$ cat config.mk
export PLATFORM = sky130hd
export DESIGN_NAME = muldiv_unit_flat
export DESIGN_NICKNAME = d
export VERILOG_FILES = /design/src/rtl/muldiv_unit_if.sv /design/src/rtl/muldiv_unit.sv /design/src/flat_wrapper.sv
export SDC_FILE = /design/constraint.sdc
export NUM_CORES = 1
export LEC_CHECK = 0
export BUFFER_PORTS_ARGS = -buffer_cell sky130_fd_sc_hd__buf_2
export CAP_MARGIN = 15
export CORE_UTILIZATION = 49
export CTS_CLUSTER_SIZE = 24
export DETAILED_ROUTE_END_ITERATION = 8
export PLACE_DENSITY_LB_ADDON = 0.08
export SLEW_MARGIN = 5
export SYNTH_ARGS = -nofsm -noshare
export SYNTH_HDL_FRONTEND = slang
export SYNTH_SLANG_ARGS = --single-unit
$ cat constraint.sdc
create_clock -name clk -period 3.8 [get_ports clk]
set_input_delay 0 -clock clk [delete_from_list [all_inputs] [get_ports clk]]
set_output_delay 0 -clock clk [all_outputs]
set_load 0.05 [all_outputs]
$ cat src/rtl/muldiv_unit_if.sv
// Request/response bundle between a pipeline and the multiply/divide unit.
// Latency: none, signal grouping only.
// Backpressure: in_valid/in_ready on the request side, out_valid/out_ready on the result side.
//
// Signals:
//   in_valid, op, a, b   request (op is the RV-M funct3 encoding)
//   in_ready             unit can take a request
//   kill                 pipeline flush, aborts whatever the unit is doing
//   out_valid, result    response, result reads zero while out_valid is low
//   out_ready            consumer takes the response
interface muldiv_unit_if #(
    parameter int WIDTH = 32
);
    logic             in_valid;
    logic             in_ready;
    logic [2:0]       op;
    logic [WIDTH-1:0] a;
    logic [WIDTH-1:0] b;
    logic             kill;
    logic             out_valid;
    logic             out_ready;
    logic [WIDTH-1:0] result;

    // Pipeline side: issues requests and consumes results.
    modport master (
        output in_valid, op, a, b, kill, out_ready,
        input  in_ready, out_valid, result
    );

    // Unit side.
    modport slave (
        input  in_valid, op, a, b, kill, out_ready,
        output in_ready, out_valid, result
    );
endinterface

$ cat src/rtl/muldiv_unit.sv
// Iterative RV-M multiply/divide unit (shift-add multiplier, restoring radix-2 divider).
// Latency: WIDTH+1 cycles from acceptance for iterative ops, 1 cycle for divide-by-zero, signed overflow and (optionally) multiplies.
// Backpressure: in_ready only while idle; the result is held in DONE until out_ready, kill flushes at any time.
//
// Ports:
//   clk     rising-edge clock
//   rst_n   asynchronous active-low reset
//   bus     muldiv_unit_if.slave: in_valid/in_ready/op/a/b request, kill flush,
//           out_valid/out_ready/result response
//
// Build option: define MULDIV_SINGLE_CYCLE_MUL_EN to replace the shift-add
// multiplier with a combinational 2*WIDTH-bit product; the MUL state is then
// never entered. The divider is the same in both builds.
module muldiv_unit #(
    parameter int WIDTH = 32
) (
    input  logic         clk,
    input  logic         rst_n,
    muldiv_unit_if.slave bus
);

    localparam int                CW        = $clog2(WIDTH + 1);
    localparam logic [CW-1:0]     CNT_LAST  = CW'(WIDTH);
    localparam logic [WIDTH-1:0]  MOST_NEG  = {1'b1, {(WIDTH-1){1'b0}}};

    typedef enum logic [1:0] {
        IDLE,
        MUL,
        DIV,
        DONE
    } state_t;

    state_t           state;
    state_t           state_nxt;

    // Shared datapath registers.
    //   multiply: {acc_hi, acc_lo} is the product/multiplier shift pair, opnd = |a|
    //   divide:   acc_hi is the partial remainder, acc_lo dividend->quotient, opnd = |b|
    logic [CW-1:0]    cnt;
    logic [WIDTH-1:0] acc_hi;
    logic [WIDTH-1:0] acc_lo;
    logic [WIDTH-1:0] opnd;
    logic [2:0]       op_q;
    logic             neg_q;     // negate product / quotient in the finishing step
    logic             neg_r;     // negate remainder in the finishing step
    logic [WIDTH-1:0] res_q;

    // ------------------------------------------------------------------
    // Request decode, evaluated on the raw inputs at acceptance
    // ------------------------------------------------------------------
    logic             accept;
    logic             req_div;
    logic             a_sgn;
    logic             b_sgn;
    logic             a_neg;
    logic             b_neg;
    logic [WIDTH-1:0] a_mag;
    logic [WIDTH-1:0] b_mag;
    logic             div_zero;
    logic             div_ovf;
    logic             short_path;
    state_t           req_state;

    assign accept  = bus.in_valid & (state == IDLE) & ~bus.kill;
    assign req_div = bus.op[2];

    // Divide: DIV/REM signed, DIVU/REMU unsigned.
    // Multiply: MULH signs both, MULHSU signs a only; MUL/MULHU treat both as
    // unsigned (the low half of the product does not depend on signedness).
    assign a_sgn = req_div ? ~bus.op[0] : (bus.op[0] ^ bus.op[1]);
    assign b_sgn = req_div ? ~bus.op[0] : (bus.op[1:0] == 2'b01);
    assign a_neg = a_sgn & bus.a[WIDTH-1];
    assign b_neg = b_sgn & bus.b[WIDTH-1];
    // The most negative value maps onto itself, which read unsigned is the
    // correct magnitude 2^(WIDTH-1).
    assign a_mag = a_neg ? -bus.a : bus.a;
    assign b_mag = b_neg ? -bus.b : bus.b;

    assign div_zero = req_div & (bus.b == '0);
    assign div_ovf  = req_div & ~bus.op[0] & (bus.a == MOST_NEG) & (&bus.b);

`ifdef MULDIV_SINGLE_CYCLE_MUL_EN
    // Low 2*WIDTH bits of the product only depend on the low 2*WIDTH bits of
    // the sign-extended operands, so an unsigned 2*WIDTH multiply suffices.
    logic [2*WIDTH-1:0] a_ext;
    logic [2*WIDTH-1:0] b_ext;
    logic [2*WIDTH-1:0] prod_fast;

    assign a_ext      = {{WIDTH{a_sgn & bus.a[WIDTH-1]}}, bus.a};
    assign b_ext      = {{WIDTH{b_sgn & bus.b[WIDTH-1]}}, bus.b};
    assign prod_fast  = a_ext * b_ext;
    assign short_path = div_zero | div_ovf | ~req_div;
`else
    assign short_path = div_zero | div_ovf;
`endif

    // Short-path operations park in DIV with the counter already at WIDTH, so
    // the very next edge runs only the finishing step and enters DONE.
    assign req_state = (req_div | short_path) ? DIV : MUL;

    // ------------------------------------------------------------------
    // One iteration step of each engine
    // ------------------------------------------------------------------
    logic [WIDTH:0]   mul_sum;
    logic [WIDTH:0]   div_shift;
    logic             div_ge;
    logic [WIDTH-1:0] div_diff;

    assign mul_sum   = {1'b0, acc_hi} + {1'b0, (acc_lo[0] ? opnd : '0)};
    assign div_shift = {acc_hi, acc_lo[WIDTH-1]};
    assign div_ge    = div_shift >= {1'b0, opnd};
    // When div_ge holds the true difference is below 2^WIDTH, so the
    // truncated subtraction is exact.
    assign div_diff  = div_shift[WIDTH-1:0] - opnd;

    // ------------------------------------------------------------------
    // Finishing step: sign correction and result selection
    // ------------------------------------------------------------------
    logic [2*WIDTH-1:0] prod;
    logic [2*WIDTH-1:0] prod_s;
    logic [WIDTH-1:0]   quo_s;
    logic [WIDTH-1:0]   rem_s;
    logic [WIDTH-1:0]   fix_res;

    assign prod   = {acc_hi, acc_lo};
    assign prod_s = neg_q ? -prod : prod;
    assign quo_s  = neg_q ? -acc_lo : acc_lo;
    assign rem_s  = neg_r ? -acc_hi : acc_hi;

    always_comb begin
        fix_res = '0;
        if (!op_q[2]) begin
            fix_res = (op_q[1:0] == 2'b00) ? prod_s[WIDTH-1:0] : prod_s[2*WIDTH-1:WIDTH];
        end else begin
            fix_res = op_q[1] ? rem_s : quo_s;
        end
    end

    // ------------------------------------------------------------------
    // Control FSM
    // ------------------------------------------------------------------
    always_ff @(posedge clk or negedge rst_n) begin
        if (!rst_n) begin
            state <= IDLE;
        end else begin
            state <= state_nxt;
        end
    end

    always_comb begin
        state_nxt = state;
        unique case (state)
            IDLE: if (accept) state_nxt = req_state;
            MUL:  if (cnt == CNT_LAST) state_nxt = DONE;
            DIV:  if (cnt == CNT_LAST) state_nxt = DONE;
            DONE: if (bus.out_ready) state_nxt = IDLE;
            default: state_nxt = IDLE;
        endcase
        // Flush wins over everything, including a same-cycle acceptance.
        if (bus.kill) begin
            state_nxt = IDLE;
        end
    end

    assign bus.in_ready  = (state == IDLE);
    assign bus.out_valid = (state == DONE);
    assign bus.result    = (state == DONE) ? res_q : '0;

    // ------------------------------------------------------------------
    // Datapath
    // ------------------------------------------------------------------
    always_ff @(posedge clk or negedge rst_n) begin
        if (!rst_n) begin
            cnt    <= '0;
            acc_hi <= '0;
            acc_lo <= '0;
            opnd   <= '0;
            op_q   <= '0;
            neg_q  <= 1'b0;
            neg_r  <= 1'b0;
            res_q  <= '0;
        end else if (bus.kill) begin
            cnt <= '0;
        end else begin
            unique case (state)
                IDLE: begin
                    if (accept) begin
                        op_q   <= bus.op;
                        cnt    <= '0;
                        acc_hi <= '0;
                        neg_q  <= a_neg ^ b_neg;
                        neg_r  <= a_neg;
                        if (req_div) begin
                            acc_lo <= a_mag;
                            opnd   <= b_mag;
                        end else begin
                            acc_lo <= b_mag;
                            opnd   <= a_mag;
                        end
                        // Short paths preload the final quotient/remainder
                        // (or product) with no sign correction pending.
                        if (div_zero) begin
                            acc_lo <= '1;
                            acc_hi <= bus.a;
                            neg_q  <= 1'b0;
                            neg_r  <= 1'b0;
                            cnt    <= CNT_LAST;
                        end else if (div_ovf) begin
                            acc_lo <= bus.a;
                            acc_hi <= '0;
                            neg_q  <= 1'b0;
                            neg_r  <= 1'b0;
                            cnt    <= CNT_LAST;
                        end
`ifdef MULDIV_SINGLE_CYCLE_MUL_EN
                        else if (!req_div) begin
                            {acc_hi, acc_lo} <= prod_fast;
                            neg_q            <= 1'b0;
                            neg_r            <= 1'b0;
                            cnt              <= CNT_LAST;
                        end
`endif
                    end
                end
                MUL: begin
                    if (cnt != CNT_LAST) begin
                        acc_hi <= mul_sum[WIDTH:1];
                        acc_lo <= {mul_sum[0], acc_lo[WIDTH-1:1]};
                        cnt    <= cnt + CW'(1);
                    end else begin
                        res_q <= fix_res;
                    end
                end
                DIV: begin
                    if (cnt != CNT_LAST) begin
                        acc_hi <= div_ge ? div_diff : div_shift[WIDTH-1:0];
                        acc_lo <= {acc_lo[WIDTH-2:0], div_ge};
                        cnt    <= cnt + CW'(1);
                    end else begin
                        res_q <= fix_res;
                    end
                end
                DONE: begin
                    // result held until the consumer takes it
                end
                default: begin
                    cnt <= '0;
                end
            endcase
        end
    end

endmodule

$ cat src/flat_wrapper.sv
// flat-port wrapper written by rule: the top's interface ports become plain ports
module muldiv_unit_flat 
#(
    parameter int WIDTH = 32
)
  (clk, rst_n, bus_in_valid, bus_op, bus_a, bus_b, bus_kill, bus_out_ready, bus_in_ready, bus_out_valid, bus_result);
  muldiv_unit_if #(.WIDTH(WIDTH)) bus_i ();
  input  logic clk;
  input  logic rst_n;
  input wire logic [$bits(bus_i.in_valid)-1:0] bus_in_valid;
  input wire logic [$bits(bus_i.op)-1:0] bus_op;
  input wire logic [$bits(bus_i.a)-1:0] bus_a;
  input wire logic [$bits(bus_i.b)-1:0] bus_b;
  input wire logic [$bits(bus_i.kill)-1:0] bus_kill;
  input wire logic [$bits(bus_i.out_ready)-1:0] bus_out_ready;
  output wire logic [$bits(bus_i.in_ready)-1:0] bus_in_ready;
  output wire logic [$bits(bus_i.out_valid)-1:0] bus_out_valid;
  output wire logic [$bits(bus_i.result)-1:0] bus_result;
  assign bus_i.in_valid = bus_in_valid;
  assign bus_i.op = bus_op;
  assign bus_i.a = bus_a;
  assign bus_i.b = bus_b;
  assign bus_i.kill = bus_kill;
  assign bus_i.out_ready = bus_out_ready;
  assign bus_in_ready = bus_i.in_ready;
  assign bus_out_valid = bus_i.out_valid;
  assign bus_result = bus_i.result;
  muldiv_unit #(.WIDTH(WIDTH)) u_core (.clk(clk), .rst_n(rst_n), .bus(bus_i));
endmodule
==> results.json, run 1 <==
{
  "outcome": "finished clean",
  "syn-mean-instance-area_sq_um": 7.32,
  "via_count": 16600,
  "wire_per_inst_um": 23.6,
  "hpwl_um": 47700,
  "grt_start_max_net_pins": 89,
  "skew_ns": 0.0171,
  "synth_mux_area_share_pct": 1.84,
  "peakVddDrop_uv": 620,
  "routed_via_density": 6.42,
  "drc": 0,
  "power_frac_seq_pct": 16.7,
  "layout.nets": 2323,
  "hold_viol": 0,
  "relSlewSlack_pct": 32.0,
  "min_from": "bus_a[7]",
  "htreeDepth": 4,
  "max_cap_viol_count": 0,
  "cts_buffers": 17,
  "first_pass_iters": 7,
  "ff2ff_setup_slack_ns": 0.19,
  "tightest_slew_ns": 1.01,
  "hold_path_depth": 3,
  "slew_viol_final": 0,
  "die_w_um": 178,
  "clockPowerShare_pct": 10.3,
  "synth_edf_count": 0,
  "overflow": 0,
  "dp_cells": 2532,
  "fp-row-count": 64,
  "num_io_pins": 106,
  "gp_congestion": 1.02,
  "finalSetupViolCount": 0,
  "cts_buffer_depth": 2,
  "synth_nets": 2235,
  "io_buffers": 105,
  "synth_compound_area_share_pct": 29.2,
  "root_buffer": "clkbuf_16",
  "die_h_um": 178,
  "hold_path_end": "u_core.acc_hi[7]$_DFFE_PN0P_",
  "syn_inst": 2084,
  "worstSkewPairLatency_ns": 0.46,
  "async_flop_share_pct": 100,
  "cts_tree": "yes",
  "yosys_warnings": 0,
  "yosysSeqAreaShare_pct": 23.1,
  "mostFrequentLayoutCell": "nand2_1",
  "drt_wl_total_um": 61000,
  "crit_required_ns": 4.14,
  "worstHoldPathType": "input pin to register",
  "path_max_fanout": 8,
  "dieArea_sq_um": 31900,
  "layout_min_cycle_time_ns": 3.61,
  "top_layer": "met4",
  "switching_share_pct": 55.1,
  "cts_num_sinks": 141,
  "p_switching_mw": 9.30,
  "layout_common_cells": "nand2_1, o21ai_0, nor2_1",
  "cp.arrival_ns": 3.95,
  "combPwrFrac_pct": 73.1,
  "p_int_mw": 7.57,
  "grt_pass1_wl_um": 91400,
  "routed-wl-met3_um": 6090,
  "synth-xor-area-share_pct": 10.9,
  "instances_no_fill": 2581,
  "crit_type": "register to register",
  "groute.usage.overall_pct": 38.6,
  "antenna_found_initial": 0,
  "yosys.area_share.simple_pct": 22.7,
  "ys_ff_latch": 141,
  "grt_pass1_vias": 14700,
  "syn_to_final_growth_pct": 13.2,
  "powerDensity_nw_per_um2": 977,
  "p_leak_nw": 7.38,
  "rsz0062_at_grt": "no",
  "wl_met1_um": 27700,
  "initial_utilization_pct": 49.9,
  "ys.flop_type": "dfrtp_1",
  "tns_ns": 0,
  "crit_path_end_kind": "register",
  "worstRegToRegCells": 11,
  "max_freq_mhz": 277,
  "reg2reg_from": "u_core.acc_lo[20]$_DFFE_PN0P_",
  "finalCritPeriodShare_pct": 95.1,
  "dp_worst_setup_slack_ns": 0.0163,
  "ant_nets": 0,
  "synth_cell_types": 79,
  "synth_area_sq_um": 15300,
  "reg2reg_to": "u_core.res_q[17]$_DFFE_PN0P_",
  "synth_top_family_by_area": "compound AO/OA/AOI/OAI gates",
  "fin_ws_ns": 0.185,
  "met2_length_um": 25300,
  "antennaDiodeCount": 0,
  "start_kind": "register",
  "synthAdderAreaFrac_pct": 6.58,
  "finalPower_mw": 16.9,
  "clk_pin_slew_ns": 0.06,
  "nFillCells": 2953,
  "drtIter0Drc": 2168,
  "core_sq_um": 30600,
  "drive_above_1_share_pct": 13.1
}
## power groups by stage
stage	Sequential, mW	Combinational (mW)	Clock (mW)
2_1_floorplan	2.46	8.08	0
3_3_place_gp	2.77	11.8	0
3_5_place_dp	2.80	11.8	0
4_1_cts	2.77	11.9	1.74
5_1_grt	2.87	13.2	1.80
6_report	2.81	12.3	1.73
## kinds of logic (layout without fill, tap and decap cells)
| group | Yosys count | after routing |
|---|---|---|
| flops | 141 | 141 |
| mux | 27 | 27 |
| simple gates | 726 | 726 |
| fa+ha+maj | 79 | 79 |
| xor+xnor | 190 | 190 |
| compound gates | 701 | 701 |
| buf+inv | 220 | 321 |
## metal layers
layer | vias to the layer above | global-route usage, %
li1 | 7751 | -
met1 | 7829 | 57.6
met2 | 882 | 55.0
met3 | 99 | 6.86
met4 | 0 | 13.2
met5 | - | 0
## worst max-delay path by stage
stage / start / end / slack, ns / cells after the start
floorplan: u_core.acc_lo[0]$_DFFE_PN0P_ / u_core.acc_hi[29]$_DFFE_PN0P_ / 0.56 / 14
global placement: u_core.acc_lo[0]$_DFFE_PN0P_ / u_core.acc_hi[29]$_DFFE_PN0P_ / 0.09 / 14
detailed placement: u_core.acc_lo[0]$_DFFE_PN0P_ / u_core.acc_hi[29]$_DFFE_PN0P_ / 0.02 / 14
CTS: u_core.acc_lo[0]$_DFFE_PN0P_ / u_core.acc_hi[29]$_DFFE_PN0P_ / 0.07 / 14
global route: u_core.acc_lo[20]$_DFFE_PN0P_ / u_core.res_q[23]$_DFFE_PN0P_ / 0.02 / 9
finish: u_core.acc_lo[20]$_DFFE_PN0P_ / u_core.res_q[17]$_DFFE_PN0P_ / 0.19 / 11
## registers in the layout, indices dropped and copies added, names as in the netlist
register	cells
u_core.neg_r	1
u_core.state	2
u_core.neg_q	1
u_core.acc_hi	32
u_core.op_q	3
u_core.opnd	32
u_core.cnt	6
u_core.acc_lo	32
u_core.res_q	32
## metrics by stage
| step | instance area (sq um) | hold slack (ns) | util, % |
|---|---|---|---|
| final | 17300 | 0.0201 | 56.5 |
| after global routing | 17300 | 0.0426 | 56.5 |
| after CTS | 17200 | 0.00687 | 56.3 |
| after detailed placement | 16500 | 0.151 | 53.9 |
| after global placement | 16500 | 0.143 | 53.9 |
| after floorplan | 15300 | -0.296 | - |
## area by class of cell
class	count	area [sq um]	area share, %
multi-input cells	1723	10900	63.2
well taps	396	495	2.87
flip-flops and latches	141	3530	20.4
repair buffers	222	1480	8.58
clock buffers	21	480	2.78
inverters	67	255	1.48
clock inverters	11	105	0.609
## critical path: stages, from the launching register on
cell	delay, ns
dfrtp_1	0.48
or3_1	0.52
nor3_1	0.50
or3b_2	0.58
nand2b_1	0.25
buf_4	0.23
nor2_1	0.23
nand2_1	0.12
nand2_1	0.11
xor2_1	0.15
nand3_1	0.09
a22o_1	0.23
## repair_timing
action                                 CTS  global route
gates resized for setup                  1             7
buffers inserted                         0             4
endpoints found under the hold margin  100             0
hold buffers                            13             0
pin swaps                                0             2
setup endpoints to repair                1             6
## Yosys cell counts (all sizes together) (18+ instances only)
cell type,instances,area share [%]
and2,40,1.6
nor4,19,0.82
a21oi,155,5.1
nand3,32,1.0
o21ai,224,7.4
xor2,82,4.7
nand2b,25,1.0
xnor2,108,6.2
a211oi,38,1.9
nor2,183,4.6
a21o,39,1.9
o31ai,41,2.1
a221oi,47,2.7
clkbuf,130,3.2
a22oi,31,1.5
mux2i,18,1.2
or3,22,0.93
buf,23,0.76
inv,67,1.6
ha,77,6.3
nand2,254,6.2
nand4,24,0.98
nor3,49,1.6
or4,19,1.0
dfrtp,141,23
Power figures use the tool's default switching activity.
==> run 2: changes to the inputs <==
- MAX_ROUTING_LAYER: default -> met4
==> run 2 against run 1 <==
Net effect: clock skew down 0.0050 ns; sequential power about the same; first-iteration DRC count is 2.0% lower; via count rose by 0.24%; combinational power barely moved; count of clock-buffer cells in the layout is 2 lower; sequential cell count unchanged; sequential share of layout area fell by 0.071 points; fmax is 0.91% lower.
==> results.json, run 2 (synthesis gave the netlist of run 1 again) <==
{
  "outcome": "finished clean",
  "worstSkewPairLatency_ns": 0.46,
  "root_buffer": "clkbuf_16",
  "routed_via_density": 6.43,
  "path_max_fanout": 4,
  "tightest_slew_ns": 1.09,
  "layout_common_cells": "nand2_1, o21ai_0, nor2_1",
  "mostFrequentLayoutCell": "nand2_1",
  "nFillCells": 3001,
  "layout.nets": 2323,
  "drc": 0,
  "via_count": 16600,
  "fp-row-count": 64,
  "drtIter0Drc": 2124,
  "clk_pin_slew_ns": 0.07,
  "slew_viol_final": 0,
  "overflow": 0,
  "grt_start_max_net_pins": 87,
  "cts_buffer_depth": 2,
  "wire_per_inst_um": 23.8,
  "crit_path_end_kind": "register",
  "core_sq_um": 30600,
  "io_buffers": 105,
  "cp.arrival_ns": 3.97,
  "first_pass_iters": 7,
  "relSlewSlack_pct": 26.7,
  "htreeDepth": 4,
  "worstSetupEndpoint": "u_core.res_q[30]$_DFFE_PN0P_",
  "dieArea_sq_um": 31900,
  "cts_tree": "yes",
  "cts_num_sinks": 141,
  "crit_start": "u_core.acc_lo[27]$_DFFE_PN0P_",
  "finalSetupViolCount": 0,
  "die_h_um": 178,
  "top_layer": "met4",
  "skew_ns": 0.0121,
  "hpwl_um": 47900,
  "crit_required_ns": 4.12,
  "max_freq_mhz": 274,
  "wl_met1_um": 28300,
  "syn_to_final_growth_pct": 13.6,
  "initial_utilization_pct": 49.9,
  "reg2reg_from": "u_core.acc_lo[27]$_DFFE_PN0P_",
  "worstRegToRegCells": 10,
  "routed-wl-met3_um": 5700,
  "grt_pass1_vias": 14900,
  "cts_buffers": 17,
  "met2_length_um": 25200,
  "die_w_um": 178,
  "gp_congestion": 1.03,
  "max_cap_viol_count": 0,
  "ant_nets": 0,
  "finalPower_mw": 17.0,
  "p_leak_nw": 7.40,
  "start_kind": "register",
  "powerDensity_nw_per_um2": 980,
  "drive_above_1_share_pct": 13.2,
  "finalCritPeriodShare_pct": 96.0,
  "drt_wl_total_um": 61400,
  "grt_pass1_wl_um": 91300,
  "antenna_found_initial": 1,
  "rsz0062_at_grt": "no",
  "peakVddDrop_uv": 651,
  "hold_viol": 0,
  "reg2reg_to": "u_core.res_q[30]$_DFFE_PN0P_",
  "tns_ns": 0,
  "ff2ff_setup_slack_ns": 0.15,
  "num_io_pins": 106,
  "crit_type": "register to register",
  "groute.usage.overall_pct": 39.8,
  "worstHoldPathType": "input pin to register",
  "layout_min_cycle_time_ns": 3.65
}
## run 2: cell types whose count changed in the layout (fill, tap and decap cells not counted), sizes merged
cell	before	now
bufinv	1	3
clkbuf	21	19
diode	0	2
clkinvlp	2	1
inv	69	70
## run 2: report_power, final
group          internal (mW)  switching (mW)  total [mW]
registers               2.03           0.761        2.79
clock network           1.05           0.757        1.81
logic                   4.53            7.85        12.4
total                   7.61            9.37        17.0
## run 2: what timing repair did
action                     4_1_cts  5_1_grt
hold endpoints to repair        69        0
pin swaps                        0        2
resized for setup                1       14
gates cloned                     0        0
hold buffers                    13        0
setup endpoints to repair        1       10
setup buffers                    0        1
## run 2: critical path, stage by stage, from the launching register on
cell	delay (ns)
dfrtp_1	0.38
or4_1	0.67
or3_1	0.49
or3_1	0.40
o41ai_1	0.46
nand4b_1	0.16
buf_4	0.20
o21ai_1	0.15
xnor2_1	0.08
a222oi_1	0.43
o21ai_1	0.11
## run 2: area by class of cell
| type | count | area (sq um) | area share (%) |
|---|---|---|---|
| Timing Repair Buffer | 222 | 1510 | 8.72 |
| Tap cell | 396 | 495 | 2.86 |
| Inverter | 67 | 251 | 1.45 |
| Multi-Input combinational cell | 1723 | 10900 | 63.1 |
| Antenna cell | 2 | 5.00 | 0.0289 |
| Clock buffer | 19 | 443 | 2.56 |
| Sequential cell | 141 | 3530 | 20.4 |
| Clock inverter | 13 | 161 | 0.931 |
## run 2: worst min-delay path by stage
stage | from | to | slack, ns | cells after the start
4_1_cts | bus_a[9] | u_core.acc_hi[9]$_DFFE_PN0P_ | 0.004 | 3
5_1_grt | bus_a[2] | u_core.acc_hi[2]$_DFFE_PN0P_ | 0.04 | 3
3_3_place_gp | rst_n | u_core.acc_hi[24]$_DFFE_PN0P_ | 0.02 | 1
2_1_floorplan | rst_n | u_core.acc_hi[0]$_DFFE_PN0P_ | -0.30 | 0
3_5_place_dp | rst_n | u_core.acc_hi[24]$_DFFE_PN0P_ | 0.02 | 1
6_report | bus_a[1] | u_core.acc_hi[1]$_DFFE_PN0P_ | 0.02 | 3
## run 2: stage by stage
step | util (%) | std cells | hold slack [ns] | cell area, sq um | setup slack (ns)
6_report | 56.7 | 2583 | 0.0236 | 17300 | 0.152
5_1_grt | 56.7 | 2582 | 0.0441 | 17300 | 0.00534
4_1_cts | 56.5 | 2580 | 0.00407 | 17300 | 0.0184
3_5_place_dp | 54.1 | 2535 | 0.0236 | 16500 | 0.0114
3_3_place_gp | 54.1 | 2535 | 0.0193 | 16500 | 0.0580
2_1_floorplan | - | 2084 | -0.296 | 15300 | 0.563
## run 2: per-layer routing
metal | vias to the layer above | track usage [%]
met5 | - | -
met4 | 0 | 14.3
met3 | 116 | 6.95
met2 | 846 | 55.0
met1 | 7911 | 57.2
li1 | 7727 | -
